==> src/rtl/stripe_scheduler.sv <==
// Stripe scheduler: walks a query against 64-base reference stripes, feeding the
// PE array, draining its enable chain and reporting one result per stripe.
module stripe_scheduler #(
  parameter int LEN_W     = 10,
  parameter int STR_W     = 6,
  parameter int DRAIN_CYC = 65
) (
  input  logic               i_clk,
  input  logic               i_rst,
  input  logic               i_job_valid,
  output logic               o_job_ready,
  input  logic [LEN_W-1:0]   i_job_len,
  input  logic [STR_W-1:0]   i_job_stripes,
  output logic [LEN_W-1:0]   o_a_addr,
  input  logic [1:0]         i_a_data,
  output logic [STR_W-1:0]   o_b_addr,
  input  logic [127:0]       i_b_data,
  output logic               o_pe_start,
  output logic [1:0]         o_pe_A,
  output logic [127:0]       o_pe_B,
  input  logic               i_pe_stripe_end,
  input  logic [LEN_W-1:0]   i_pe_end_position,
  output logic               o_res_valid,
  output logic [STR_W-1:0]   o_res_stripe,
  output logic               o_res_early,
  output logic [LEN_W-1:0]   o_res_end_pos,
  output logic               o_busy,
  output logic               o_done
);

  localparam int DR_W = $clog2(DRAIN_CYC + 1);

  typedef enum logic [2:0] {
    S_IDLE   = 3'd0,
    S_FETCH  = 3'd1,
    S_FEED   = 3'd2,
    S_DRAIN  = 3'd3,
    S_REPORT = 3'd4,
    S_DONE   = 3'd5
  } state_t;

  state_t            r_state;
  state_t            w_next;
  logic [LEN_W-1:0]  r_len;
  logic [STR_W-1:0]  r_stripes;
  logic [STR_W-1:0]  r_idx;
  logic [LEN_W-1:0]  r_feed;
  logic [DR_W-1:0]   r_drain;
  logic              r_early;
  logic [LEN_W-1:0]  r_pos;
  logic              w_more;
  logic              w_capture;

  // Widened by one bit so the stripe-count comparison can never wrap.
  assign w_more    = ({1'b0, r_idx} + {{STR_W{1'b0}}, 1'b1}) < {1'b0, r_stripes};
  assign w_capture = i_pe_stripe_end && !r_early &&
                     ((r_state == S_FEED) || (r_state == S_DRAIN));

  // State register
  always_ff @(posedge i_clk or posedge i_rst) begin
    if (i_rst) begin
      r_state <= S_IDLE;
    end else begin
      r_state <= w_next;
    end
  end

  // Next-state logic
  always_comb begin
    w_next = r_state;
    case (r_state)
      S_IDLE: begin
        if (i_job_valid) begin
          if ((i_job_len == {LEN_W{1'b0}}) || (i_job_stripes == {STR_W{1'b0}})) begin
            w_next = S_DONE;
          end else begin
            w_next = S_FETCH;
          end
        end else begin
          w_next = S_IDLE;
        end
      end
      S_FETCH: w_next = S_FEED;
      S_FEED: begin
        if (i_pe_stripe_end || (r_feed == (r_len - {{(LEN_W-1){1'b0}}, 1'b1}))) begin
          w_next = S_DRAIN;
        end else begin
          w_next = S_FEED;
        end
      end
      S_DRAIN: begin
        if (r_drain == {{(DR_W-1){1'b0}}, 1'b1}) begin
          w_next = S_REPORT;
        end else begin
          w_next = S_DRAIN;
        end
      end
      S_REPORT: begin
        if (w_more) begin
          w_next = S_FETCH;
        end else begin
          w_next = S_DONE;
        end
      end
      S_DONE:  w_next = S_IDLE;
      default: w_next = S_IDLE;
    endcase
  end

  // Job parameters, counters and early-termination capture
  always_ff @(posedge i_clk or posedge i_rst) begin
    if (i_rst) begin
      r_len     <= {LEN_W{1'b0}};
      r_stripes <= {STR_W{1'b0}};
      r_idx     <= {STR_W{1'b0}};
      r_feed    <= {LEN_W{1'b0}};
      r_drain   <= {DR_W{1'b0}};
      r_early   <= 1'b0;
      r_pos     <= {LEN_W{1'b0}};
    end else begin
      case (r_state)
        S_IDLE: begin
          if (i_job_valid) begin
            r_len     <= i_job_len;
            r_stripes <= i_job_stripes;
            r_idx     <= {STR_W{1'b0}};
            r_early   <= 1'b0;
            r_pos     <= {LEN_W{1'b0}};
          end
        end
        S_FETCH: r_feed <= {LEN_W{1'b0}};
        S_FEED: begin
          r_feed <= r_feed + {{(LEN_W-1){1'b0}}, 1'b1};
          if (w_next == S_DRAIN) begin
            r_drain <= DR_W'(DRAIN_CYC);
          end
        end
        S_DRAIN: r_drain <= r_drain - {{(DR_W-1){1'b0}}, 1'b1};
        S_REPORT: begin
          if (w_more) begin
            r_idx   <= r_idx + {{(STR_W-1){1'b0}}, 1'b1};
            r_early <= 1'b0;
            r_pos   <= {LEN_W{1'b0}};
          end
        end
        default: begin
        end
      endcase
      // Only the first pulse of a stripe is kept.
      if (w_capture) begin
        r_early <= 1'b1;
        r_pos   <= i_pe_end_position;
      end
    end
  end

  // Outputs are decoded from registered state so the memory data path stays aligned.
  assign o_job_ready   = (r_state == S_IDLE);
  assign o_busy        = (r_state != S_IDLE);
  assign o_done        = (r_state == S_DONE);
  assign o_pe_start    = (r_state == S_FEED);
  assign o_pe_A        = (r_state == S_FEED) ? i_a_data : 2'b00;
  assign o_pe_B        = (r_state == S_FEED) ? i_b_data : {128{1'b0}};
  assign o_a_addr      = (r_state == S_FEED) ? (r_feed + {{(LEN_W-1){1'b0}}, 1'b1}) : {LEN_W{1'b0}};
  assign o_b_addr      = ((r_state == S_FETCH) || (r_state == S_FEED)) ? r_idx : {STR_W{1'b0}};
  assign o_res_valid   = (r_state == S_REPORT);
  assign o_res_stripe  = (r_state == S_REPORT) ? r_idx : {STR_W{1'b0}};
  assign o_res_early   = (r_state == S_REPORT) ? r_early : 1'b0;
  assign o_res_end_pos = (r_state == S_REPORT) ? (r_early ? r_pos : r_len) : {LEN_W{1'b0}};

endmodule

==> config.mk <==
export PLATFORM = sky130hd
export DESIGN_NAME = stripe_scheduler
export DESIGN_NICKNAME = d
export VERILOG_FILES = /design/src/rtl/stripe_scheduler.sv
export SDC_FILE = /design/constraint.sdc
export NUM_CORES = 1
export LEC_CHECK = 0
export ABC_AREA = 1
export BUFFER_PORTS_ARGS = -buffer_cell sky130_fd_sc_hd__buf_2
export CAP_MARGIN = 10
export CORE_AREA = 2 2 129 131
export CTS_CLUSTER_DIAMETER = 40
export DETAILED_ROUTE_END_ITERATION = 8
export DIE_AREA = 0 0 131 133
export HOLD_SLACK_MARGIN = 0.15
export SYNTH_ARGS = -nofsm -noshare
export SYNTH_HDL_FRONTEND = slang
export SYNTH_SLANG_ARGS = --single-unit
==> constraint.sdc <==
create_clock -name i_clk -period 2.5 [get_ports i_clk]
set_input_delay 0.375 -clock i_clk [delete_from_list [all_inputs] [get_ports i_clk]]
set_output_delay 0.375 -clock i_clk [all_outputs]
set_load 0.01 [all_outputs]
==> key figures <==
Outcome
  – Status: complete, no violations

Clocking
  – Worst-Skew Late Latency: 0.29 ns
  – CTS buffer count: 5
  – Post-CTS Setup Bufs: 0
  – Clock Tree Root: clkbuf_16
  – CTS sink count: 53
  – CTS tree: yes
  – Max Buffers Root-to-Sink: 2
  – Clk slew on worst S/H paths: 0.07 ns
  – H-tree depth: 2

STA
  – # setup viols final: 0
  – Max_slew headroom: 54.71%
  – Final setup margin: 0.2136 ns
  – Worst Max-Slew Pin Slew: 0.6774 ns
  – Clock Skews: 0.003891 ns
  – Setup TNS: 0 ns
  – RSZ-0062 raised after global routing: no
  – Max frequency: 437.4 MHz
  – Final worst path period need: 2.286 ns
  – Final count of pins violating max slew: 0
  – Period Utilization, post-route: 91.46%
  – Final hold violation count: 0

Detailed routing
  – Initial DRC Count: 253
  – WL per Instance: 13.29 µm
  – Detailed-route DRC error count: 0
  – Antenna Nets Post-Route: 0
  – Total number of vias: 5158
  – Vias per cell: 4.123
  – Final WL: 16620 µm
  – DRT Pass-1 Iters: 5

Critical path
  – Crit Path Max Fanout: 6
  – Crit path cell chain: nand3_1 > nor2_1 > nand3_1 > nor3_2 > nand2_1 > nand2_1 > nand2_1 > nor2_2 > buf_2
  – Number of cells on the worst reg-to-reg path: 12
  – FF-to-FF End: r_pos[8]
  – CP Class: reg2out
  – CP endpoint: o_a_addr[9]
  – RR Startpoint: r_idx[0]
  – Critical Path RT: 2.12 ns
  – CP Capture Type: output port
  – Worst Path Buf+Inv: 1
  – Cell repeated most along the worst path: nand2_1
  – Worst EP arrival: 1.91 ns
  – Max incr delay on CP: 0.43 ns
  – CP Launch Point: r_feed[2]
  – Setup slack, reg-to-reg: 0.22 ns
  – CP delay by family, top: simple AND/OR/NAND/NOR gates
  – CP max-delay cell: dfrtp_1
  – CP Launch Type: flip-flop
  – Crit path depth: 9

Global route
  – Largest net degree at the start of global routing: 63
  – Grt total ovfl: 0
  – Initial antenna violation count: 2
  – Global-route usage over all layers: 17.66%
  – First-pass GRT wire length: 23690 µm
  – Vias in the first global route: 4490

Place
  – Placed Area: 6146 µm²
  – GPL Wtd Cong: 0.8261
  – Place WS: 0.2296 ns
  – Post-DP HPWL: 13930 µm
  – Port bufs: 327
  – Inst Count DP: 1243

Floorplanning
  – Core box area: 16170 µm²
  – Die Wd: 131 µm
  – Initial Utilization: 26.42%
  – # IOs: 328
  – Die area: 17420 µm²
  – Die Span Y: 133 µm
  – Row Count: 47

Final layout
  – Post-route cell area: 6321 µm²
  – Post-layout util: 39.09%
  – Number of diodes: 0
  – Area Growth Syn to Fin: 47.94%
  – Filler Cell Count: 1814
  – Non-Filler Instances: 1251
  – Area occupied by multi-input gates: 2087 µm²
  – NumNets Final: 1200
  – FF/Latch Area: 1326 µm²
  – Most frequent cells in the layout: 327 x buf_2, 195 x inv_1, 194 x nor2_1
  – Share of cells above drive strength 1: 36.08%
  – Most common cell after layout, fill and taps aside: buf_2

Yosys
  – Compound-Gate Fraction of Synth Area: 9.780%
  – Synth Flop Type: dfrtp_1
  – Sequential area share after synthesis: 31.04%
  – Asr flop ratio synth: 100.0%
  – Post-Synthesis Mean Instance Area: 5.968 µm²
  – Mapped Nets: 886
  – Post-Synth XOR/XNOR Area: 2.255%
  – Cells after Synth: 716
  – Ys Warns: 0
  – Simple-Gate Fraction of Synth Area: 33.27%
  – Largest family of logic cells by synthesized area: simple AND/OR/NAND/NOR gates
  – Library cells used by synthesis: 37
  – Multiplexer share of the synthesized area: 0.2635%
  – Adder-Cell Fraction of Synth Area: 2.928%
  – EDFF count, synth: 0
  – Post-synth design cell area: 4273 µm²
  – Seq cells post-synth: 53

Power and ir drop
  – Peak supply drop: 0.4253 mV
  – Pleak: 4.214 nW
  – Power Density: 910.5 nW/µm²

Run
  – Max-cap violations: 0

Worst hold path
  – Hold Path Class: in2async
-- worst min-delay path: cells and delay by family --
kind | cells | cell delay [ns]
buf+inv | 3 | 0.44
-- per-layer routing --
metal  track usage, %  vias to the layer above  wire, µm
met2            28.44                      172      7654
met1            23.83                     2237      7412
met3            5.095                       10      1427
met4            2.955                        2       112
met5                0                        -        13
li1                 -                     2737         -
-- layout make-up --
cell class,instances,share of cell area [%]
tap,220,4.355
multi-input combinational,434,33.02
clock buffer,7,2.415
sequential,53,20.98
timing repair buffer,333,27.00
clock inverter,1,0.07918
inverter,203,12.15
-- cells in the mapped netlist, drive strengths merged, types with 2 or more instances --
cell / count / share of area [%]
nor2: 204 / 19
inv: 202 / 18
nand2: 62 / 5.8
dfrtp: 53 / 31
nand3: 45 / 5.3
o21ai: 32 / 3.8
a21oi: 30 / 3.5
buf: 20 / 2.1
nor3: 13 / 1.8
ha: 10 / 2.9
xor2: 8 / 1.6
nand4: 7 / 1.0
clkbuf: 6 / 0.53
o21bai: 6 / 1.1
xnor2: 3 / 0.62
a21o: 2 / 0.35
o22ai: 2 / 0.29
or2: 2 / 0.29
-- what timing repair did --
item / CTS / global route
hold buffers: 0 / 0
endpoints found under the setup margin: 0 / 19
resized for setup: 0 / 5
-- registers in the layout, indices dropped and copies added (netlist names) --
| name | count |
|---|---|
| r_feed | 10 |
| r_pos | 10 |
| r_idx | 6 |
| r_drain | 7 |
| r_state | 3 |
| r_stripes | 6 |
| r_early | 1 |
| r_len | 10 |
-- cell families after synthesis --
kind of cell | count (synthesis)
XOR/XNOR | 11
AO/OA/AOI/OAI | 76
multiplexers | 1
AND/OR/NAND/NOR | 336
flip-flops | 53
buffers and inverters | 229
adder cells (fa/ha/maj) | 10
-- how the worst min path moves through the flow --
stage	from	endpoint	cells after the start
after floorplan	r_len[0]	r_len[0]	2
after global placement	i_rst	r_feed[1]	3
after detailed placement	i_rst	r_drain[2]	3
after CTS	i_rst	r_feed[2]	3
after global routing	i_rst	r_feed[1]	3
final	i_rst	r_drain[2]	3
-- per-stage QoR --
step | total power [mW] | hold WS [ns]
4_1_cts | 5.822 | 0.1563
2_1_floorplan | 3.707 | 0.4750
6_report | 5.755 | 0.1384
3_3_place_gp | 5.036 | 0.4669
5_1_grt | 6.328 | 0.1650
3_5_place_dp | 5.073 | 0.4692
-- where the power goes --
part	internal [mW]	switching (mW)
sequential	1.17	0.289
combinational	1.28	2.28
clock	0.425	0.306
(Power assumes the default switching activity.)
